===== src/rtl/pulse_cmd_queue.sv =====
// pulse_cmd_queue
// ---------------
// Buffers pulse commands {s, h} between a host and the triangular-pulse
// generator. Commands arrive over a 4-phase dav_/rfd handshake where this block
// is the consumer. They are held in a DEPTH-entry FIFO and replayed over a
// second 4-phase handshake where this block is the producer. Commands with
// h == 0 are discarded and counted in a saturating counter.
//
// Ports:
//   clock     in   system clock, all logic on posedge
//   reset_    in   synchronous active-low reset
//   in_s      in   host command sign (0 = positive pulse, 1 = negative pulse)
//   in_h      in   host command height in steps
//   in_dav_   in   host data valid, active low
//   in_rfd    out  ready for host data
//   s         out  sign to the pulse generator
//   h         out  height to the pulse generator
//   dav_      out  data valid to the pulse generator, active low
//   rfd       in   ready-for-data from the pulse generator
//   count     out  current FIFO occupancy, 0..DEPTH
//   drop_cnt  out  number of h == 0 commands discarded, saturates at 8'hFF

module pulse_cmd_queue #(
    parameter int unsigned DEPTH = 4,
    parameter int unsigned AW    = 2
) (
    input  logic          clock,
    input  logic          reset_,
    input  logic          in_s,
    input  logic [6:0]    in_h,
    input  logic          in_dav_,
    output logic          in_rfd,
    output logic          s,
    output logic [6:0]    h,
    output logic          dav_,
    input  logic          rfd,
    output logic [AW:0]   count,
    output logic [7:0]    drop_cnt
);

    localparam logic [AW:0] Full = (AW + 1)'(DEPTH);

    typedef enum logic {
        StAcc,
        StWaitHi
    } in_state_e;

    typedef enum logic [1:0] {
        StIdle,
        StSetup,
        StWaitAck
    } out_state_e;

    in_state_e    in_state_q, in_state_d;
    out_state_e   out_state_q, out_state_d;

    logic [7:0]   mem_q [DEPTH];
    logic [AW-1:0] wr_ptr_q, wr_ptr_d;
    logic [AW-1:0] rd_ptr_q, rd_ptr_d;
    logic [AW:0]  count_q, count_d;
    logic [7:0]   drop_cnt_q, drop_cnt_d;
    logic         s_q, s_d;
    logic [6:0]   h_q, h_d;

    logic         push;
    logic         drop;
    logic         load;
    logic         pop;

    // ------------------------------------------------------------------
    // Handshake events. Kept apart from the next-state logic so that the
    // WAIT_HI exit test can look at the post-pop occupancy without a
    // combinational feedback through the same process.
    // ------------------------------------------------------------------
    always_comb begin
        push = 1'b0;
        drop = 1'b0;
        if (in_state_q == StAcc && !in_dav_) begin
            if (in_h != 7'd0) begin
                push = 1'b1;
            end else begin
                drop = 1'b1;
            end
        end
    end

    always_comb begin
        load = (out_state_q == StIdle) && (count_q != '0) && rfd;
        pop  = (out_state_q == StWaitAck) && !rfd;
    end

    // ------------------------------------------------------------------
    // FIFO bookkeeping. Pointers wrap naturally because DEPTH == 2**AW.
    // A push is only possible from StAcc, which is only entered with room
    // to spare, so no overflow guard is needed here.
    // ------------------------------------------------------------------
    always_comb begin
        wr_ptr_d = wr_ptr_q;
        rd_ptr_d = rd_ptr_q;
        if (push) begin
            wr_ptr_d = wr_ptr_q + AW'(1);
        end
        if (pop) begin
            rd_ptr_d = rd_ptr_q + AW'(1);
        end
        count_d = count_q + (AW + 1)'(push) - (AW + 1)'(pop);
    end

    always_comb begin
        drop_cnt_d = drop_cnt_q;
        if (drop && drop_cnt_q != 8'hFF) begin
            drop_cnt_d = drop_cnt_q + 8'd1;
        end
    end

    // Output data is captured from the FIFO head on load and then held until
    // the next load, so it stays stable across the whole dav_ low phase.
    always_comb begin
        s_d = s_q;
        h_d = h_q;
        if (load) begin
            s_d = mem_q[rd_ptr_q][7];
            h_d = mem_q[rd_ptr_q][6:0];
        end
    end

    always_ff @(posedge clock) begin
        if (!reset_) begin
            wr_ptr_q   <= '0;
            rd_ptr_q   <= '0;
            count_q    <= '0;
            drop_cnt_q <= '0;
            s_q        <= 1'b0;
            h_q        <= 7'd0;
        end else begin
            wr_ptr_q   <= wr_ptr_d;
            rd_ptr_q   <= rd_ptr_d;
            count_q    <= count_d;
            drop_cnt_q <= drop_cnt_d;
            s_q        <= s_d;
            h_q        <= h_d;
        end
    end

    // Storage has no reset; occupancy and pointers alone define validity.
    always_ff @(posedge clock) begin
        if (push) begin
            mem_q[wr_ptr_q] <= {in_s, in_h};
        end
    end

    // ------------------------------------------------------------------
    // Input-side FSM (host consumer)
    // ------------------------------------------------------------------
    always_ff @(posedge clock) begin
        if (!reset_) begin
            in_state_q <= StAcc;
        end else begin
            in_state_q <= in_state_d;
        end
    end

    always_comb begin
        in_state_d = in_state_q;
        unique case (in_state_q)
            StAcc: begin
                if (!in_dav_) begin
                    in_state_d = StWaitHi;
                end
            end
            StWaitHi: begin
                // Re-arm only once the host has released dav_ and there is
                // room after any pop completing on this same edge.
                if (in_dav_ && count_d != Full) begin
                    in_state_d = StAcc;
                end
            end
            default: in_state_d = StAcc;
        endcase
    end

    always_comb begin
        in_rfd = (in_state_q == StAcc);
    end

    // ------------------------------------------------------------------
    // Output-side FSM (generator producer)
    // ------------------------------------------------------------------
    always_ff @(posedge clock) begin
        if (!reset_) begin
            out_state_q <= StIdle;
        end else begin
            out_state_q <= out_state_d;
        end
    end

    always_comb begin
        out_state_d = out_state_q;
        unique case (out_state_q)
            StIdle: begin
                if (load) begin
                    out_state_d = StSetup;
                end
            end
            // One cycle of setup so s/h lead the falling dav_ by a clock.
            StSetup: begin
                out_state_d = StWaitAck;
            end
            StWaitAck: begin
                if (pop) begin
                    out_state_d = StIdle;
                end
            end
            default: out_state_d = StIdle;
        endcase
    end

    always_comb begin
        dav_ = (out_state_q != StWaitAck);
    end

    always_comb begin
        s        = s_q;
        h        = h_q;
        count    = count_q;
        drop_cnt = drop_cnt_q;
    end

endmodule

===== config.mk =====
export PLATFORM = sky130hd
export DESIGN_NAME = pulse_cmd_queue
export DESIGN_NICKNAME = d
export VERILOG_FILES = /design/src/rtl/pulse_cmd_queue.sv
export SDC_FILE = /design/constraint.sdc
export NUM_CORES = 1
export LEC_CHECK = 0
export ABC_AREA = 1
export CORE_MARGIN = 1.5
export CORE_UTILIZATION = 40
export DETAILED_ROUTE_END_ITERATION = 7
export MAX_ROUTING_LAYER = met4
export PLACE_DENSITY = 0.69
export SYNTH_ARGS = -nofsm -noshare
export SYNTH_HDL_FRONTEND = slang
export SYNTH_SLANG_ARGS = --single-unit

===== constraint.sdc =====
create_clock -name clock -period 4.2 [get_ports clock]
set_clock_uncertainty 0.1 [all_clocks]
set_input_delay 0.84 -clock clock [delete_from_list [all_inputs] [get_ports clock]]
set_output_delay 0.84 -clock clock [all_outputs]
set_load 0.02 [all_outputs]

==> PnR_summary.wiki, run 1 <==
{| class="wikitable"
! Metric !! Value
|-
| Power per Cell Area || between 400 and 500 nW/µm²
|-
| Sequential Power Share || 48.5%
|-
| H-tree lvl count || 3
|-
| Number of nets in the layout || 322
|-
| Synthesized Nets || 284
|-
| Setup total negative slack || 0 ns
|-
| Number of flip-flops and latches in the synthesized netlist || 58
|-
| Synth Area per Inst || roughly 9.6 µm²
|-
| Clk pwr share || between 30 and 40%
|-
| Wire length of the first global-routing pass || 8438 µm
|-
| Category of the critical setup timing path || input port to register
|-
| Clock period minus final worst setup slack || just over 3 ns
|-
| Initial antenna violation count || 0
|-
| Worst EP required || 4.38 ns
|-
| Fill cell total of the finished layout || approximately 570
|-
| Avg Vias per Cell || between 4 and 5
|-
| Worst Hold Slack || roughly 0.38 ns
|-
| Design Area, Final || approximately 3100 µm²
|-
| Average wire per cell in the routed design || between 10 and 15 µm
|-
| Most common cell after layout, fill and taps aside || sky130_fd_sc_hd__nor2_1
|-
| Total clock sinks || 58
|-
| Sequential fraction of the synthesis area || 58.15%
|-
| Post-route antenna net violation count || 0
|-
| Tightest Pin Transition || a little under 0.8 ns
|-
| Standard cell core area || 6026 µm²
|-
| Cell Area, Synth || about 2500 µm²
|-
| RSZ-0062 raised after global routing || no
|-
| Drt total wl || 5077 µm
|-
| Share of post-route cells with drive strength above 1 || between 10% and 20%
|-
| Die height || slightly above 80 µm
|-
| Max Root-Sink Buffers || 2
|-
| DRC marker count from the first detailed-route iteration || 137
|-
| Tcrit/Tclk final || 74.24%
|-
| Number of enable flip-flop cells after synthesis || 32
|-
| Max VDD drop || between 0.15 and 0.2 mV
|-
| Pin count of the biggest net entering global routing || 21
|-
| Chip width || approximately 83 µm
|-
| Via count of the first global-routing pass || between 1500 and 2000
|-
| Starting utilization of the core area || 42.28%
|-
| Total Die Area || a little under 7000 µm²
|-
| Number of ports placed on the die boundary || 33
|-
| Via Count || roughly 1800
|-
| Crit path DAT || between 3 and 4 ns
|-
| Clock tree root driver cell || sky130_fd_sc_hd__clkbuf_8
|-
| Final slew viol count || 0
|-
| CTS tree || done
|-
| PortBufs || 32
|-
| Internal Dissipation || between 1 and 1.5 mW
|-
| Gr ovfl total || 0
|-
| NetSw || ~0.4 mW
|-
| Global route hottest layer || met2
|-
| Syn Inst Count || between 200 and 300
|-
| Standard-cell row count || 28
|-
| Met1 Track Usage GR || between 10% and 20%
|-
| Area growth from synthesis to final layout || 22.30%
|-
| Placer Congestion || 0.7920
|-
| Final-report hold violation count || 0
|-
| Highest net fanout along the worst path || 8
|-
| Met3 GRT Util || 5.567%
|-
| Worst slew margin relative to its limit || 46.79%
|-
| Asr flop ratio synth || 0%
|-
| Combinational share of power || roughly 18%
|-
| Number of buffers inserted by hold repair at cts || 0
|-
| Number of remaining DRC errors || 0
|-
| Commonest non-fill, non-tap cells in the layout || sky130_fd_sc_hd__nor2_1, sky130_fd_sc_hd__nand2_1, sky130_fd_sc_hd__clkdlybuf4s50_1, sky130_fd_sc_hd__edfxtp_1, sky130_fd_sc_hd__o21ai_0
|-
| Number of distinct library cell variants in the gate-level netlist after synthesis || 32
|-
| Warning count from the yosys run || 0
|-
| Run status || finished clean
|-
| Ant. Diodes || 0
|-
| Cell leakage power || approximately 1.2 nW
|-
| HPWL after DPL || approximately 3400 µm
|-
| Share of total power consumed by net switching || 28.45%
|-
| Number of maximum-capacitance violations || 0
|-
| PostCTS Resize Cnt || 0
|-
| Crit end category || register
|-
| Startpoint types || input port
|-
| Met2 track utilization from global routing || 25.28%
|-
| DP Area || between 2000 and 3000 µm²
|-
| Highest Clock Rate || about 0.32 GHz
|-
| First-pass detailed-route iteration total || 4
|-
| Worst hold path type || register to register
|-
| Total setup buffers inserted after CTS || 0
|-
| Total global routing track utilization || 16.44%
|-
| Final setup violation count || 0
|-
| Synth Flop Type || sky130_fd_sc_hd__edfxtp_1
|-
| Worst-skew pair later-pin latency || ~0.34 ns
|-
| Clock transition at the registers of the reported paths || 0.07 ns
|-
| Number of buffers inserted during clock tree synthesis || 9
|}
-- stage by stage --
stage	power, mW	util, %	cells	worst slack, ns
global route	1.483	51.70	382	0.8733
global placement	0.9512	48.71	366	0.8197
finish	1.405	51.70	382	1.082
CTS	1.421	51.70	382	1.088
floorplan	0.8473	-	264	1.456
detailed placement	0.9572	48.71	366	0.7181
-- worst paths after layout --
path / end / depth (start not counted) / slack [ns] / startpoint
worst min register to register: out_state_q[1] / 1 / 0.38 / out_state_q[1]
worst max-delay path: in_state_q / 13 / 1.08 / in_h[4]
worst min-delay path: out_state_q[1] / 1 / 0.38 / out_state_q[1]
worst max register to register: in_state_q / 11 / 1.92 / in_state_q
-- worst max-delay path, cell delays in order --
cell and delay (ns):
sky130_fd_sc_hd__clkdlybuf4s50_1 0.51, sky130_fd_sc_hd__nor2_1 0.13, sky130_fd_sc_hd__nand2_1 0.09, sky130_fd_sc_hd__o21ai_2 0.33, sky130_fd_sc_hd__ha_1 0.29, sky130_fd_sc_hd__inv_1 0.05, sky130_fd_sc_hd__ha_1 0.13, sky130_fd_sc_hd__inv_1 0.05
sky130_fd_sc_hd__fa_1 0.38, sky130_fd_sc_hd__xnor2_1 0.17, sky130_fd_sc_hd__xnor2_1 0.15, sky130_fd_sc_hd__nand3_1 0.09, sky130_fd_sc_hd__nand2_1 0.08
-- routing by layer --
metal / share of wire, % / vias up
met1: 46 / 850
met3: 4.5 / 8
met5: 0 / -
li1: - / 953
met4: 1.7 / 0
met2: 48 / 35
-- power by group through the flow --
stage | sequential, mW | clock [mW] | combinational (mW)
after floorplan | 0.723 | 0 | 0.124
after global placement | 0.695 | 0 | 0.257
after detailed placement | 0.696 | 0 | 0.261
after CTS | 0.684 | 0.475 | 0.262
after global routing | 0.690 | 0.508 | 0.285
final | 0.682 | 0.466 | 0.258
-- cell families after synthesis --
logic type | count (synthesis) | synth area share (%)
flops | 58 | 58.15
fa+ha+maj | 8 | 4.224
compound gates | 49 | 11.30
simple gates | 109 | 19.16
buf+inv | 35 | 5.451
xor+xnor | 5 | 1.719
-- synth_stat cells (4+ instances only) --
cell | n | share of area [%]
sky130_fd_sc_hd__a21oi_2 | 7 | 2.4
sky130_fd_sc_hd__dfxtp_1 | 26 | 20
sky130_fd_sc_hd__edfxtp_1 | 32 | 38
sky130_fd_sc_hd__ha_1 | 7 | 3.4
sky130_fd_sc_hd__inv_1 | 23 | 3.4
sky130_fd_sc_hd__inv_2 | 6 | 0.88
sky130_fd_sc_hd__nand2_1 | 38 | 5.6
sky130_fd_sc_hd__nand3_1 | 5 | 0.98
sky130_fd_sc_hd__nor2_1 | 51 | 7.5
sky130_fd_sc_hd__o21ai_0 | 28 | 5.5
sky130_fd_sc_hd__o22ai_1 | 8 | 2.0
sky130_fd_sc_hd__xnor2_1 | 4 | 1.4
-- registers in the layout, indices dropped and copies added (netlist names) --
| register | cells |
|---|---|
| in_state_q | 1 |
| mem_q | 32 |
| drop_cnt | 8 |
| count | 3 |
| h | 7 |
| wr_ptr_q | 2 |
| rd_ptr_q | 2 |
| out_state_q | 2 |
| s | 1 |
-- layout make-up --
type | count | area [µm²] | area share (%)
Tap cell | 75 | 93.84 | 3.012
Multi-Input combinational cell | 171 | 927.1 | 29.76
Inverter | 30 | 112.6 | 3.614
Clock buffer | 11 | 151.4 | 4.859
Sequential cell | 58 | 1481 | 47.55
Clock inverter | 5 | 28.78 | 0.9237
Timing Repair Buffer | 32 | 320.3 | 10.28
Note: power is estimated with default switching activity, not from simulation.
==> inputs of run 2 (changes only) <==
==> constraint.sdc (replaced) <==
create_clock -name clock -period 3.2 [get_ports clock]
set_clock_uncertainty 0.1 [all_clocks]
set_input_delay 0.64 -clock clock [delete_from_list [all_inputs] [get_ports clock]]
set_output_delay 0.64 -clock clock [all_outputs]
set_load 0.02 [all_outputs]
==> run 2 against run 1 <==
Net effect: power is 41% higher; worst hold slack got worse by 0.011 ns; sequential share of layout area down 1.4 points; clock-buffer cell count did not move; core utilization rose by 1.5 points; clock power up 59%; cell count grew 1.8%; die area stayed put; combinational power rose by 35%; register-to-register slack got worse by 0.87 ns; cell area grew 2.9%; critical endpoint is now count[2]; largest cell class unchanged; largest power group unchanged; highest routed layer unchanged.
==> PnR_summary.wiki, run 2 (synthesis gave the netlist of run 1 again) <==
{| class="wikitable"
! Metric !! Value
|-
| Met3 GRT Util || 4.771%
|-
| Setup total negative slack || 0 ns
|-
| Total setup buffers inserted after CTS || 0
|-
| Global route hottest layer || met2
|-
| Met2 track utilization from global routing || 24.09%
|-
| Via count of the first global-routing pass || 1790
|-
| Run status || finished clean
|-
| Number of ports placed on the die boundary || 33
|-
| Most common cell after layout, fill and taps aside || sky130_fd_sc_hd__nor2_1
|-
| Max VDD drop || between 0.3 and 0.4 mV
|-
| Crit path DAT || around 2.8 ns
|-
| Total global routing track utilization || around 16%
|-
| H-tree lvl count || 3
|-
| Met1 Track Usage GR || roughly a fifth
|-
| Worst slew margin relative to its limit || a little under three fifths
|-
| Cell leakage power || 1.208 nW
|-
| Number of buffers inserted during clock tree synthesis || 9
|-
| Via Count || 1890
|-
| Power per Cell Area || 619.7 nW/µm²
|-
| DRC marker count from the first detailed-route iteration || 125
|-
| Clock tree root driver cell || sky130_fd_sc_hd__clkbuf_8
|-
| Worst Hold Slack || 0.3714 ns
|-
| Number of nets in the layout || approximately 330
|-
| First-pass detailed-route iteration total || 4
|-
| Pin count of the biggest net entering global routing || 21
|-
| Placer Congestion || about 0.79
|-
| Clock period minus final worst setup slack || approximately 2.7 ns
|-
| CTS tree || done
|-
| Tightest Pin Transition || about 0.67 ns
|-
| Worst EP required || 3.33 ns
|-
| Die height || 82.81 µm
|-
| Standard cell core area || 6026 µm²
|-
| RSZ-0062 raised after global routing || no
|-
| Pwr Total || just under 2 mW
|-
| Average wire per cell in the routed design || 13.02 µm
|-
| Initial antenna violation count || 0
|-
| Area growth from synthesis to final layout || 25.88%
|-
| Share of post-route cells with drive strength above 1 || 14.65%
|-
| Max Root-Sink Buffers || 2
|-
| Flip-flop count of the largest register, all copies and words added || 32
|-
| Starting utilization of the core area || between 40% and 50%
|-
| Total clock sinks || 58
|-
| Highest net fanout along the worst path || 6
|-
| Final setup violation count || 0
|-
| Number of maximum-capacitance violations || 0
|-
| Gr ovfl total || 0
|-
| Worst hold path type || register to register
|-
| PostCTS Resize Cnt || 0
|-
| Final slew viol count || 0
|-
| HPWL after DPL || about 3400 µm
|-
| Drt total wl || 5065 µm
|-
| Number of buffers inserted by hold repair at cts || 0
|-
| Clock transition at the registers of the reported paths || ~0.07 ns
|-
| Commonest non-fill, non-tap cells in the layout || sky130_fd_sc_hd__nor2_1, sky130_fd_sc_hd__nand2_1, sky130_fd_sc_hd__clkdlybuf4s50_1, sky130_fd_sc_hd__edfxtp_1, sky130_fd_sc_hd__o21ai_0
|-
| Avg Vias per Cell || 4.859
|-
| Total Die Area || a little under 7000 µm²
|-
| Startpoint types || input port
|-
| Standard-cell row count || 28
|-
| Number of remaining DRC errors || 0
|-
| Final-report hold violation count || 0
|-
| Tcrit/Tclk final || 83.54%
|-
| Crit end category || register
|-
| Worst-skew pair later-pin latency || around 0.33 ns
|-
| Top register by number of flip-flops || mem_q
|-
| Highest Clock Rate || ~0.37 GHz
|-
| Chip width || 82.81 µm
|-
| Wire length of the first global-routing pass || around 8400 µm
|-
| Ant. Diodes || 0
|-
| Category of the critical setup timing path || input port to register
|-
| Post-route antenna net violation count || 0
|-
| PortBufs || 32
|}
-- run 2: worst max-delay path: stages --
cell,delay [ns]
sky130_fd_sc_hd__clkdlybuf4s50_1,0.51
sky130_fd_sc_hd__nor2_1,0.14
sky130_fd_sc_hd__nand2_1,0.10
sky130_fd_sc_hd__o21ai_2,0.15
sky130_fd_sc_hd__ha_1,0.24
sky130_fd_sc_hd__inv_1,0.05
sky130_fd_sc_hd__ha_1,0.12
sky130_fd_sc_hd__inv_1,0.05
sky130_fd_sc_hd__fa_1,0.38
sky130_fd_sc_hd__xnor2_1,0.15
sky130_fd_sc_hd__xnor2_1,0.14
sky130_fd_sc_hd__and2_1,0.14
-- run 2: where the power goes --
part	switching [mW]	total [mW]	internal, mW
logic	0.192	0.349	0.156
clock network	0.286	0.743	0.457
registers	0.0425	0.895	0.853
total	0.521	1.99	1.47
-- run 2: metal layers --
metal  routed length, µm  part of all wire, %
met5                   0                    0
met4                  81                  1.6
met3                 253                  5.0
met2                2339                   46
met1                2390                   47
-- run 2: through the flow --
stage | cells | util, % | setup slack (ns) | area (µm²)
after CTS | 389 | 53.22 | 0.5312 | 3207
after global routing | 389 | 53.22 | 0.3127 | 3207
after floorplan | 264 | - | 0.6565 | 2547
after global placement | 373 | 49.58 | 0.2157 | 2988
final | 389 | 53.22 | 0.5266 | 3207
after detailed placement | 373 | 49.58 | 0.1733 | 2988
-- run 2: path summary, 6_finish.rpt --
check,slack [ns],endpoint,from,cells after the start
setup / recovery,0.53,count[2],in_h[3],12
hold / removal,0.37,out_state_q[1],out_state_q[1],1
setup reg to reg,1.05,count[2],in_state_q,10
hold reg to reg,0.37,out_state_q[1],out_state_q[1],1
-- run 2: layout make-up --
class,instances,area [µm²]
clock inverter,5,77.57
tap,75,93.84
multi-input combinational,171,927.1
sequential,58,1481
inverter,30,112.6
fill,569,2819
clock buffer,11,141.4
timing repair buffer,39,372.9
